<file path="src/rtl/scpad_types_pkg.sv">
// Shared scratchpad types: requester ids, in-flight read tag, lane geometry.
package scpad_types_pkg;

  localparam int NUM_COLS = 32;
  localparam int ELEM_W   = 16;
  localparam int NUM_REQ  = 3;

  typedef enum logic [1:0] {
    FRONTEND_VC_REQ = 2'd0,
    FRONTEND_SA_REQ = 2'd1,
    BACKEND_REQ     = 2'd2
  } int_id_e;

  typedef struct packed {
    logic                valid;
    int_id_e             int_id;
    logic [NUM_COLS-1:0] mask;
  } inflight_tag_t;

  // (a + b) mod 3 for requester ids; both operands are in 0..2.
  function automatic logic [1:0] add_mod3(input logic [1:0] a, input logic [1:0] b);
    logic [2:0] s;
    s = {1'b0, a} + {1'b0, b};
    if (s >= 3'd3) s = s - 3'd3;
    return s[1:0];
  endfunction

endpackage

</file>
<file path="src/rtl/scpad_tag_fifo.sv">
// In-flight tag FIFO; push and pop may coincide, including when full.
module scpad_tag_fifo
  import scpad_types_pkg::*;
#(
  parameter  int DEPTH = 4,
  localparam int AW    = $clog2(DEPTH),
  localparam int CW    = AW + 1
) (
  input  logic          clk,
  input  logic          rst_n,
  input  logic          push,
  input  inflight_tag_t push_tag,
  input  logic          pop,
  output inflight_tag_t head,
  output logic          full,
  output logic          empty,
  output logic [CW-1:0] count
);

  inflight_tag_t mem_q [DEPTH];
  inflight_tag_t mem_d [DEPTH];
  logic [AW-1:0] wr_q, wr_d, rd_q, rd_d;
  logic [CW-1:0] count_q, count_d;
  logic          do_push, do_pop;

  assign full    = (count_q == CW'(DEPTH));
  assign empty   = (count_q == '0);
  assign count   = count_q;
  assign head    = mem_q[rd_q];
  // A pop frees the head slot this cycle, so a push at full is still accepted.
  assign do_pop  = pop && !empty;
  assign do_push = push && (!full || do_pop);

  // Next-state for pointers, occupancy and storage.
  always_comb begin
    mem_d   = mem_q;
    wr_d    = wr_q + AW'(do_push);
    rd_d    = rd_q + AW'(do_pop);
    count_d = count_q + CW'(do_push) - CW'(do_pop);
    if (do_push) mem_d[wr_q] = push_tag;
  end

  // State registers; reset empties the FIFO and forgets all tags.
  always_ff @(posedge clk or negedge rst_n) begin
    if (!rst_n) begin
      wr_q    <= '0;
      rd_q    <= '0;
      count_q <= '0;
      for (int i = 0; i < DEPTH; i++) mem_q[i] <= '0;
    end else begin
      wr_q    <= wr_d;
      rd_q    <= rd_d;
      count_q <= count_d;
      for (int i = 0; i < DEPTH; i++) mem_q[i] <= mem_d[i];
    end
  end

endmodule

</file>
<file path="src/rtl/scpad_read_arbiter.sv">
// Round-robin read arbiter onto the SRAM read port with in-order tag return.
module scpad_read_arbiter
  import scpad_types_pkg::*;
#(
  parameter  int DESC_W         = 96,
  parameter  int SCPAD_ID_WIDTH = 1,
  parameter  int TAG_DEPTH      = 4,
  localparam int DATA_W         = NUM_COLS * ELEM_W,
  localparam int CNT_W          = $clog2(TAG_DEPTH) + 1
) (
  input  logic                              CLK,
  input  logic                              nRST,
  input  logic [NUM_REQ-1:0]                req_valid,
  output logic [NUM_REQ-1:0]                req_ready,
  input  logic [NUM_REQ*DESC_W-1:0]         req_desc,
  input  logic [NUM_REQ*SCPAD_ID_WIDTH-1:0] req_scpad_id,
  input  logic [NUM_REQ*NUM_COLS-1:0]       req_mask,
  output logic                              sram_req_valid,
  output logic [1:0]                        sram_req_int_id,
  output logic [DESC_W-1:0]                 sram_req_desc,
  output logic [SCPAD_ID_WIDTH-1:0]         sram_req_scpad_id,
  input  logic                              sram_busy,
  input  logic                              sram_res_valid,
  input  logic [DATA_W-1:0]                 sram_res_rdata,
  output logic [NUM_REQ-1:0]                res_valid,
  output logic [DATA_W-1:0]                 res_rdata,
  output logic                              sram_busy_out,
  output logic                              err_orphan
);

  logic [NUM_REQ-1:0][DESC_W-1:0]         desc_arr;
  logic [NUM_REQ-1:0][SCPAD_ID_WIDTH-1:0] sid_arr;
  logic [NUM_REQ-1:0][NUM_COLS-1:0]       mask_arr;
  logic [NUM_COLS-1:0][ELEM_W-1:0]        rdata_arr, masked_arr;

  assign desc_arr  = req_desc;
  assign sid_arr   = req_scpad_id;
  assign mask_arr  = req_mask;
  assign rdata_arr = sram_res_rdata;

  logic [1:0]          rr_ptr_q, rr_ptr_d, gnt_id, cand;
  logic                gnt_found, gnt_valid, can_issue;
  logic                tag_full, tag_empty, tag_pop, orphan;
  logic [CNT_W-1:0]    tag_count;
  inflight_tag_t       push_tag, tag_head;

  logic                sram_req_valid_q, sram_req_valid_d;
  logic [1:0]          sram_req_int_id_q, sram_req_int_id_d;
  logic [DESC_W-1:0]   sram_req_desc_q, sram_req_desc_d;
  logic [SCPAD_ID_WIDTH-1:0] sram_req_sid_q, sram_req_sid_d;
  logic [NUM_REQ-1:0]  res_valid_q, res_valid_d;
  logic [DATA_W-1:0]   res_rdata_q, res_rdata_d;
  logic                err_q, err_d;

  // A returning read frees a tag slot in the same cycle, so a full FIFO can still issue.
  assign can_issue = !sram_busy && (!tag_full || sram_res_valid);
  assign tag_pop   = sram_res_valid && !tag_empty && tag_head.valid;
  assign orphan    = sram_res_valid && !tag_pop;

  // Round-robin pick: first asserted requester at or after the pointer.
  always_comb begin
    gnt_found = 1'b0;
    gnt_id    = 2'd0;
    cand      = 2'd0;
    for (int k = 0; k < NUM_REQ; k++) begin
      cand = add_mod3(rr_ptr_q, 2'(k));
      if (!gnt_found && req_valid[cand]) begin
        gnt_found = 1'b1;
        gnt_id    = cand;
      end
    end
    gnt_valid = gnt_found && can_issue;
    req_ready = gnt_valid ? (3'b001 << gnt_id) : '0;
    rr_ptr_d  = gnt_valid ? add_mod3(gnt_id, 2'd1) : rr_ptr_q;
  end

  assign push_tag = '{valid: 1'b1, int_id: int_id_e'(gnt_id), mask: mask_arr[gnt_id]};

  scpad_tag_fifo #(.DEPTH(TAG_DEPTH)) u_tag_fifo (
    .clk      (CLK),
    .rst_n    (nRST),
    .push     (gnt_valid),
    .push_tag (push_tag),
    .pop      (tag_pop),
    .head     (tag_head),
    .full     (tag_full),
    .empty    (tag_empty),
    .count    (tag_count)
  );

  // Per-lane column mask on the returning row.
  for (genvar i = 0; i < NUM_COLS; i++) begin : g_lane
    assign masked_arr[i] = tag_head.mask[i] ? rdata_arr[i] : '0;
  end

  // Forwarded request fields load only on a grant; valid drops without one.
  always_comb begin
    sram_req_valid_d  = gnt_valid;
    sram_req_int_id_d = sram_req_int_id_q;
    sram_req_desc_d   = sram_req_desc_q;
    sram_req_sid_d    = sram_req_sid_q;
    if (gnt_valid) begin
      sram_req_int_id_d = gnt_id;
      sram_req_desc_d   = desc_arr[gnt_id];
      sram_req_sid_d    = sid_arr[gnt_id];
    end
  end

  // Response routing to the head tag's requester; orphans only raise the sticky flag.
  always_comb begin
    res_valid_d = '0;
    res_rdata_d = res_rdata_q;
    err_d       = err_q | orphan;
    if (tag_pop) begin
      res_valid_d = 3'b001 << tag_head.int_id;
      res_rdata_d = masked_arr;
    end
  end

  // Arbiter and output registers.
  always_ff @(posedge CLK or negedge nRST) begin
    if (!nRST) begin
      rr_ptr_q          <= FRONTEND_VC_REQ;
      sram_req_valid_q  <= 1'b0;
      sram_req_int_id_q <= '0;
      sram_req_desc_q   <= '0;
      sram_req_sid_q    <= '0;
      res_valid_q       <= '0;
      res_rdata_q       <= '0;
      err_q             <= 1'b0;
    end else begin
      rr_ptr_q          <= rr_ptr_d;
      sram_req_valid_q  <= sram_req_valid_d;
      sram_req_int_id_q <= sram_req_int_id_d;
      sram_req_desc_q   <= sram_req_desc_d;
      sram_req_sid_q    <= sram_req_sid_d;
      res_valid_q       <= res_valid_d;
      res_rdata_q       <= res_rdata_d;
      err_q             <= err_d;
    end
  end

  assign sram_req_valid    = sram_req_valid_q;
  assign sram_req_int_id   = sram_req_int_id_q;
  assign sram_req_desc     = sram_req_desc_q;
  assign sram_req_scpad_id = sram_req_sid_q;
  assign res_valid         = res_valid_q;
  assign res_rdata         = res_rdata_q;
  assign err_orphan        = err_q;
  assign sram_busy_out     = (tag_count == CNT_W'(TAG_DEPTH));

endmodule

</file>
<file path="config.mk">
export PLATFORM = sky130hd
export DESIGN_NAME = scpad_read_arbiter
export DESIGN_NICKNAME = d
export VERILOG_FILES = /design/src/rtl/scpad_types_pkg.sv /design/src/rtl/scpad_tag_fifo.sv /design/src/rtl/scpad_read_arbiter.sv
export SDC_FILE = /design/constraint.sdc
export NUM_CORES = 2
export LEC_CHECK = 0
export ABC_AREA = 1
export ABC_CLOCK_PERIOD_IN_PS = 3270
export BUFFER_PORTS_ARGS = -buffer_cell sky130_fd_sc_hd__clkbuf_2
export CAP_MARGIN = 40
export CORE_AREA = 4 4 599 601
export DETAILED_ROUTE_END_ITERATION = 6
export DIE_AREA = 0 0 603 605
export PLACE_DENSITY_LB_ADDON = 0.1
export SETUP_SLACK_MARGIN = 0.05
export SLEW_MARGIN = 20
export SYNTH_ARGS = -nofsm -noshare
export SYNTH_HDL_FRONTEND = slang
export SYNTH_HIERARCHICAL = 1
export SYNTH_SLANG_ARGS = --single-unit
</file>
<file path="constraint.sdc">
create_clock -name CLK -period 3.27 [get_ports CLK]
set_input_delay 0.4905 -clock CLK [delete_from_list [all_inputs] [get_ports CLK]]
set_output_delay 0.4905 -clock CLK [all_outputs]
set_load 0.05 [all_outputs]
</file>
=== After elaboration in Yosys (flattened, before gate mapping) ===
Index checks and enable logic that the tools add are counted.

* Flip-flop bits (word level): 765
* Latch bits: 0
* Memory bits (writable): 0
* ROM bits: 0
* Input port bits: 906
* Output and inout bits: 620
* Memories kept: 0

* $add $sub $neg: 11
* Multipliers: 0
* Divide/modulo/power cells: 0
* Order comparisons: 11
* Equality and inequality tests: 1
* Shift-type cells: 2
* Muxes and demuxes: 62
* Bitwise gates (word level): 3
* Reduce and logical (&&, ||, !) cells: 19

{| class="wikitable"
|+ Operators with widths
! operator !! count
|-
| 2-to-1 mux 16 bit || 32
|-
| binary-select mux 96 bit (select 2 bit) || 1
|-
| bitwise mux 140 bit || 1
|-
| 2-to-1 mux 35 bit || 3
|-
| 2-to-1 mux 96 bit || 1
|-
| binary-select mux 35 bit (select 2 bit) || 1
|-
| demux 35 bit (select 2 bit) || 1
|-
| binary-select mux 32 bit (select 2 bit) || 1
|-
| 2-to-1 mux 32 bit || 1
|-
| 2-to-1 mux 2 bit || 7
|-
| < comparator 2 x 3 -> 1 bit (second input constant) || 4
|-
| logical AND 1 bit || 10
|-
| greater-or-equal comparator 3 x 2 -> 1 bit (second input constant) || 3
|-
| binary-select mux 1 bit (select 2 bit) || 4
|-
| subtractor 2 bit (second input constant) || 4
|-
| 2-to-1 mux 1 bit || 7
|-
| adder 2 x 1 -> 3 bit (second input constant) || 2
|-
| greater-or-equal comparator 3 bit (second input constant) || 2
|-
| zero test 1 bit || 6
|-
| 2-to-1 mux 3 bit || 2
|-
| inverter 2 -> 3 bit || 2
|-
| << shifter 1 x 2 -> 3 bit (first input constant) || 2
|-
| adder 2 x 1 -> 2 bit || 2
|-
| adder 2 x 2 -> 3 bit (second input constant) || 1
|-
| other kinds (8) || 9
|}

=== Logic depth before layout (Yosys ltp) ===
* Word-level depth: 15
* Mapped depth: 20
* Depth with buffers taken out: 17

=== By module ===
Netlist, hierarchy kept.

{| class="wikitable"
|+ By module, submodules not included
! module !! instances !! cells an instance !! area an instance (um2) !! seq. area each (um2)
|-
| scpad_read_arbiter || 1 || 3,403 || 27,465.1 || 15,464.8
|-
| scpad_tag_fifo || 1 || 859 || 7,044.3 || 3,678.5
|}

=== Worst setup path after synthesis ===
No wires, ideal clock.

* Kind: reg-to-reg
* Start point: register u_tag_fifo.rd_q[0]
* End point: register u_tag_fifo.count_q[1], in the netlist u_tag_fifo/count[1]
* Setup time: 0.136 ns
* Arrival: 3.097 ns
* Required time: 3.134 ns
* Slack: 0.037 ns
* Cell stages (with the launch flop): 20
* Buffers on the path: 6
* Period minus slack after synthesis: 3.233 ns
* Cells stage by stage: dfrtp_1 clkbuf_1 inv_2 clkbuf_1 nor2_1 o22ai_1 nand2_1 nor2_1 clkbuf_1 clkbuf_1 clkinv_1 nand3_1 buf_4 buf_4 nand2_1 inv_2 nand2_1 nand2_1 ha_1 fa_1

{| class="wikitable"
|+ RTL lines
! item !! RTL line !! RTL
|-
| start, declared || scpad_tag_fifo.sv:22 || <nowiki>logic [AW-1:0] wr_q, wr_d, rd_q, rd_d;</nowiki>
|-
| start signal, assigned || scpad_tag_fifo.sv:52 || <nowiki>rd_q <= rd_d;</nowiki>
|-
| end signal, assigned || scpad_tag_fifo.sv:53 || <nowiki>count_q <= count_d;</nowiki>
|-
| end, declared || scpad_tag_fifo.sv:23 || <nowiki>logic [CW-1:0] count_q, count_d;</nowiki>
|}

=== Worst setup path after layout ===
* Start point: register rr_ptr_q[1]
* End point: output req_ready[1]

* Longest elaborated chain between the ends: 13
* Elaborated cells on any way between the ends: 30
* Those cells by class: add/sub: 5; order compare: 3; shift: 1; mux: 16; reduce/logical: 5

{| class="wikitable"
|+ RTL lines
! item !! RTL line !! RTL
|-
| start, declared || scpad_read_arbiter.sv:41 || <nowiki>logic [1:0] rr_ptr_q, rr_ptr_d, gnt_id, cand;</nowiki>
|-
| start signal, assigned || scpad_read_arbiter.sv:132 || <nowiki>rr_ptr_q <= rr_ptr_d;</nowiki>
|-
| parallel branches: the longest is 12 deep, another holds adder 2 x 1 -> 3 bit || - ||
|-
| 2-to-1 mux 3 bit (*) || scpad_read_arbiter.sv:73 || <nowiki>req_ready = gnt_valid ? (3'b001 << gnt_id) : '0;</nowiki>
|-
| end, declared || scpad_read_arbiter.sv:14 || <nowiki>output logic [NUM_REQ-1:0] req_ready,</nowiki>
|}

Every way passes the cells marked *. The select of a mux whose other input is x is not followed.

==> results.py <==
metrics = {
    "pwr": {
        "powerDensity_nw_per_um2": 1280,
        "leakage_nw": 31.1,
        "peakVddDrop_mv": 0.625,
    },
    "floorplanning": {
        "dieHeight_um": 605,
        "die_x_um": 603,
        "die-area_um2": 365000,
        "start_util_pct": 9.78,
        "core_area_um2": 353000,
        "io_pins": 1526,
        "fp-row-count": 218,
    },
    "synthesis": {
        "ys_top_cells_by_area": "dfrtp_1 55%, nand2_1 16%, nand3_1 10%, a21oi_1 2.8%, clkbuf_1 2.7%",
        "yosysTopAreaCellShare_pct": 55.5,
        "avgSynthCellArea_um2": 8.10,
        "yosysWarningCount": 6,
        "yosys-top-cells-count": "1464 x nand2_1, 765 x dfrtp_1, 716 x nand3_1",
        "synth.most_common_cell": "nand2_1",
        "synth_seq_cells": 765,
        "ys_seq_area_share_pct": 55.5,
        "synth_ff_type": "dfrtp_1",
        "async_flop_share_pct": 100,
        "synth_top_area_cell": "dfrtp_1",
        "synthCells": 4262,
        "synthDistinctLibCells": 34,
        "synth_edf_count": 0,
        "netlist_area_um2": 34500,
    },
    "sta": {
        "fin_ws_ps": 29.2,
        "post-route-min-period_ps": 3240,
        "fin_worst_hold_slack_ps": 63.5,
        "finalCritPeriodShare_pct": 99.1,
        "finClkSkew_ps": 53.2,
        "slew_headroom_pct": 39.2,
        "drv_slew": 0,
        "final_hold_viol_count": 0,
        "rsz0062_at_grt": "true",
        "setup_violations": 0,
        "tightest_slew_ps": 912,
        "max_freq_mhz": 309,
    },
    "worst_setup_path": {
        "crit_family": "simple AND/OR/NAND/NOR gates",
        "required_ps": 2780,
        "path_cells": "ha_4 > inv_4 > nand2_2 > nand3_2 > nand2_2 > nand2_2 > nor2_4 > nand2_4 > nand2_8 > inv_12 > ha_4 > inv_2 > nor2_4 > buf_12",
        "path_class": "reg -> out",
        "cpPeakStageDelay_ps": 440,
        "cp.arrival_ps": 2750,
        "cp-start-kind": "flop",
        "crit_path_end_kind": "output pin",
        "path_buf_inv": 4,
        "path_max_fanout": 7,
        "slowest_stage": "dfrtp_2",
        "reg2reg_slack_ps": 210,
        "cp_common_cell": "nand2_2",
    },
    "clocking": {
        "cts_tree": "built",
        "clockBufferDepth": 4,
        "cts.sinks": 765,
        "cts_made_buffers": 115,
        "insertion_delay_ps": 870,
        "htreeDepth": 3,
        "clkTransAtPathRegs_ps": 60,
        "root_buffer": "clkbuf_16",
    },
    "run_status": {
        "status": "finished with violations",
        "violations": "DRC",
    },
    "detailed_routing": {
        "dr.pass1.iters": 7,
        "final_antenna_net_count": 0,
        "viasPerCell": 3.46,
        "wire_per_inst_um": 23.8,
        "route.detailed.drc": 2,
        "drt_iter0_markers": 2213,
        "vias": 39400,
        "drt-total-wl_um": 271000,
    },
    "grt": {
        "grt_pass1_wl_um": 365000,
        "grt_pass1_vias": 42300,
        "grt.overflow.total": 0,
        "antenna_found_initial": 93,
        "grt_max_degree": 106,
        "gr-usage-all-layers_pct": 14.2,
    },
    "placed_design": {
        "dpl.cell_count": 10400,
        "dp_slack_ps": 324,
        "placed_cell_area_um2": 48700,
        "hpwl_um": 208000,
        "portBuffers": 1525,
        "gp_congestion": 0.819,
    },
    "cells_and_area": {
        "finalInstanceArea_um2": 60400,
        "final_util_pct": 17.1,
        "n_fill_cell": 40400,
        "fin_cells": 11400,
        "fin_nets": 7442,
        "syn2layout_area_growth_pct": 74.9,
        "layout-drive-gt1-share_pct": 29.8,
    },
    "flow_run": {
        "maxCapViolCount": 0,
    },
    "worst_hold_path": {
        "hold_class": "in -> reg",
    },
}
[where the power goes]
part           internal, mW  switching, mW  total [mW]
Sequential             14.0           2.87        16.8
Combinational          11.5           36.4        47.9
Clock                  7.21           5.27        12.5
Total                  32.7           44.5        77.2
[layer usage]
| layer | share of wire [%] | GRT usage (%) | vias up | wire length, um |
|---|---|---|---|---|
| met1 | 39 | 16.4 | 19400 | 107000 |
| met4 | 3.3 | 4.43 | 48 | 9020 |
| met3 | 5.7 | 3.42 | 369 | 15400 |
| li1 | - | - | 18400 | - |
| met5 | 0.11 | 0 | - | 306 |
| met2 | 51 | 25.6 | 1164 | 139000 |
[cell families (layout without fill, tap and decap cells)]
| group | Yosys count | in the layout | synth area share (%) |
|---|---|---|---|
| XOR/XNOR | 3 | 3 | 0.0762 |
| other | 1 | 37 | 0.0109 |
| buffers and inverters | 566 | 2913 | 6.90 |
| AND/OR/NAND/NOR | 2547 | 2547 | 31.7 |
| flip-flops | 765 | 765 | 55.5 |
| adder cells (fa/ha/maj) | 9 | 9 | 0.348 |
| AO/OA/AOI/OAI | 371 | 371 | 5.53 |
[state kept, by name (all words and copies together), names as in the netlist]
| signal | flops |
|---|---|
| err_orphan | 1 |
| res_rdata | 512 |
| res_valid | 3 |
| rr_ptr_q | 2 |
| sram_req_desc | 96 |
| sram_req_int_id | 2 |
| sram_req_scpad_id | 1 |
| sram_req_valid | 1 |
| u_tag_fifo/count | 3 |
| u_tag_fifo/mem_q | 140 |
| u_tag_fifo/rd_q | 2 |
| u_tag_fifo/wr_q | 2 |
[path summary, 6_finish.rpt]
path / endpoint / from / depth (start not counted)
worst min-delay path: res_rdata[347]$_DFFE_PN0P_ / sram_res_rdata[347] / 3
worst max register to register: sram_req_desc[79]$_DFFE_PN0P_ / rr_ptr_q[1]$_DFFE_PN0P_ / 13
max in group asynchronous: res_rdata[427]$_DFFE_PN0P_ / nRST / 4
min in group asynchronous: sram_req_desc[21]$_DFFE_PN0P_ / nRST / 2
worst min register to register: u_tag_fifo/mem_q[38]$_DFFE_PN0P_ / u_tag_fifo/mem_q[38]$_DFFE_PN0P_ / 2
worst max-delay path: req_ready[1] / rr_ptr_q[1]$_DFFE_PN0P_ / 14
[worst min-delay path: stages]
cell and delay (ps):
clkbuf_2 100, nand3_1 190, nand2_1 70
[layout by cell type (no fill, tap or decap), drive strengths merged, types with 3 or more instances in the layout]
| master | instances |
|---|---|
| ha | 8 |
| clkbuf | 1698 |
| o21ai | 137 |
| buf | 202 |
| nand2 | 1470 |
| nor3 | 3 |
| dlygate4sd3 | 764 |
| bufinv | 3 |
| conb | 4 |
| nor2 | 210 |
| a21oi | 195 |
| dfrtp | 765 |
| inv | 223 |
| nand4 | 140 |
| diode | 33 |
| clkinv | 21 |
| nand3 | 721 |
| o22ai | 36 |
[final cells by class]
class | count | area [um2] | area share (%)
clock inverters | 26 | 279 | 0.462
diodes | 33 | 82.6 | 0.137
well taps | 4730 | 5920 | 9.80
flip-flops and latches | 765 | 19100 | 31.7
clock buffers | 176 | 3340 | 5.53
multi-input cells | 2934 | 13300 | 22.1
repair inverters | 1 | 8.76 | 0.0145
repair buffers | 2488 | 17400 | 28.8
inverters | 222 | 872 | 1.44
[what timing repair did]
| action | in CTS | in global routing |
|---|---|---|
| hold endpoints to repair | 638 | 0 |
| setup buffers | 14 | 3 |
| gates cloned | 1 | 2 |
| pin swaps | 15 | 4 |
| gates resized for setup | 34 | 8 |
| hold buffers | 764 | 0 |
| setup endpoints to repair | 3 | 18 |
[stage by stage]
step / total power, mW / setup TNS (ps)
2_1_floorplan: 44.3 / 0
3_3_place_gp: 64.4 / 0
3_5_place_dp: 64.3 / 0
4_1_cts: 79.2 / -246
5_1_grt: 82.3 / -404
6_report: 77.2 / 0
Power figures use the tool's default switching activity.
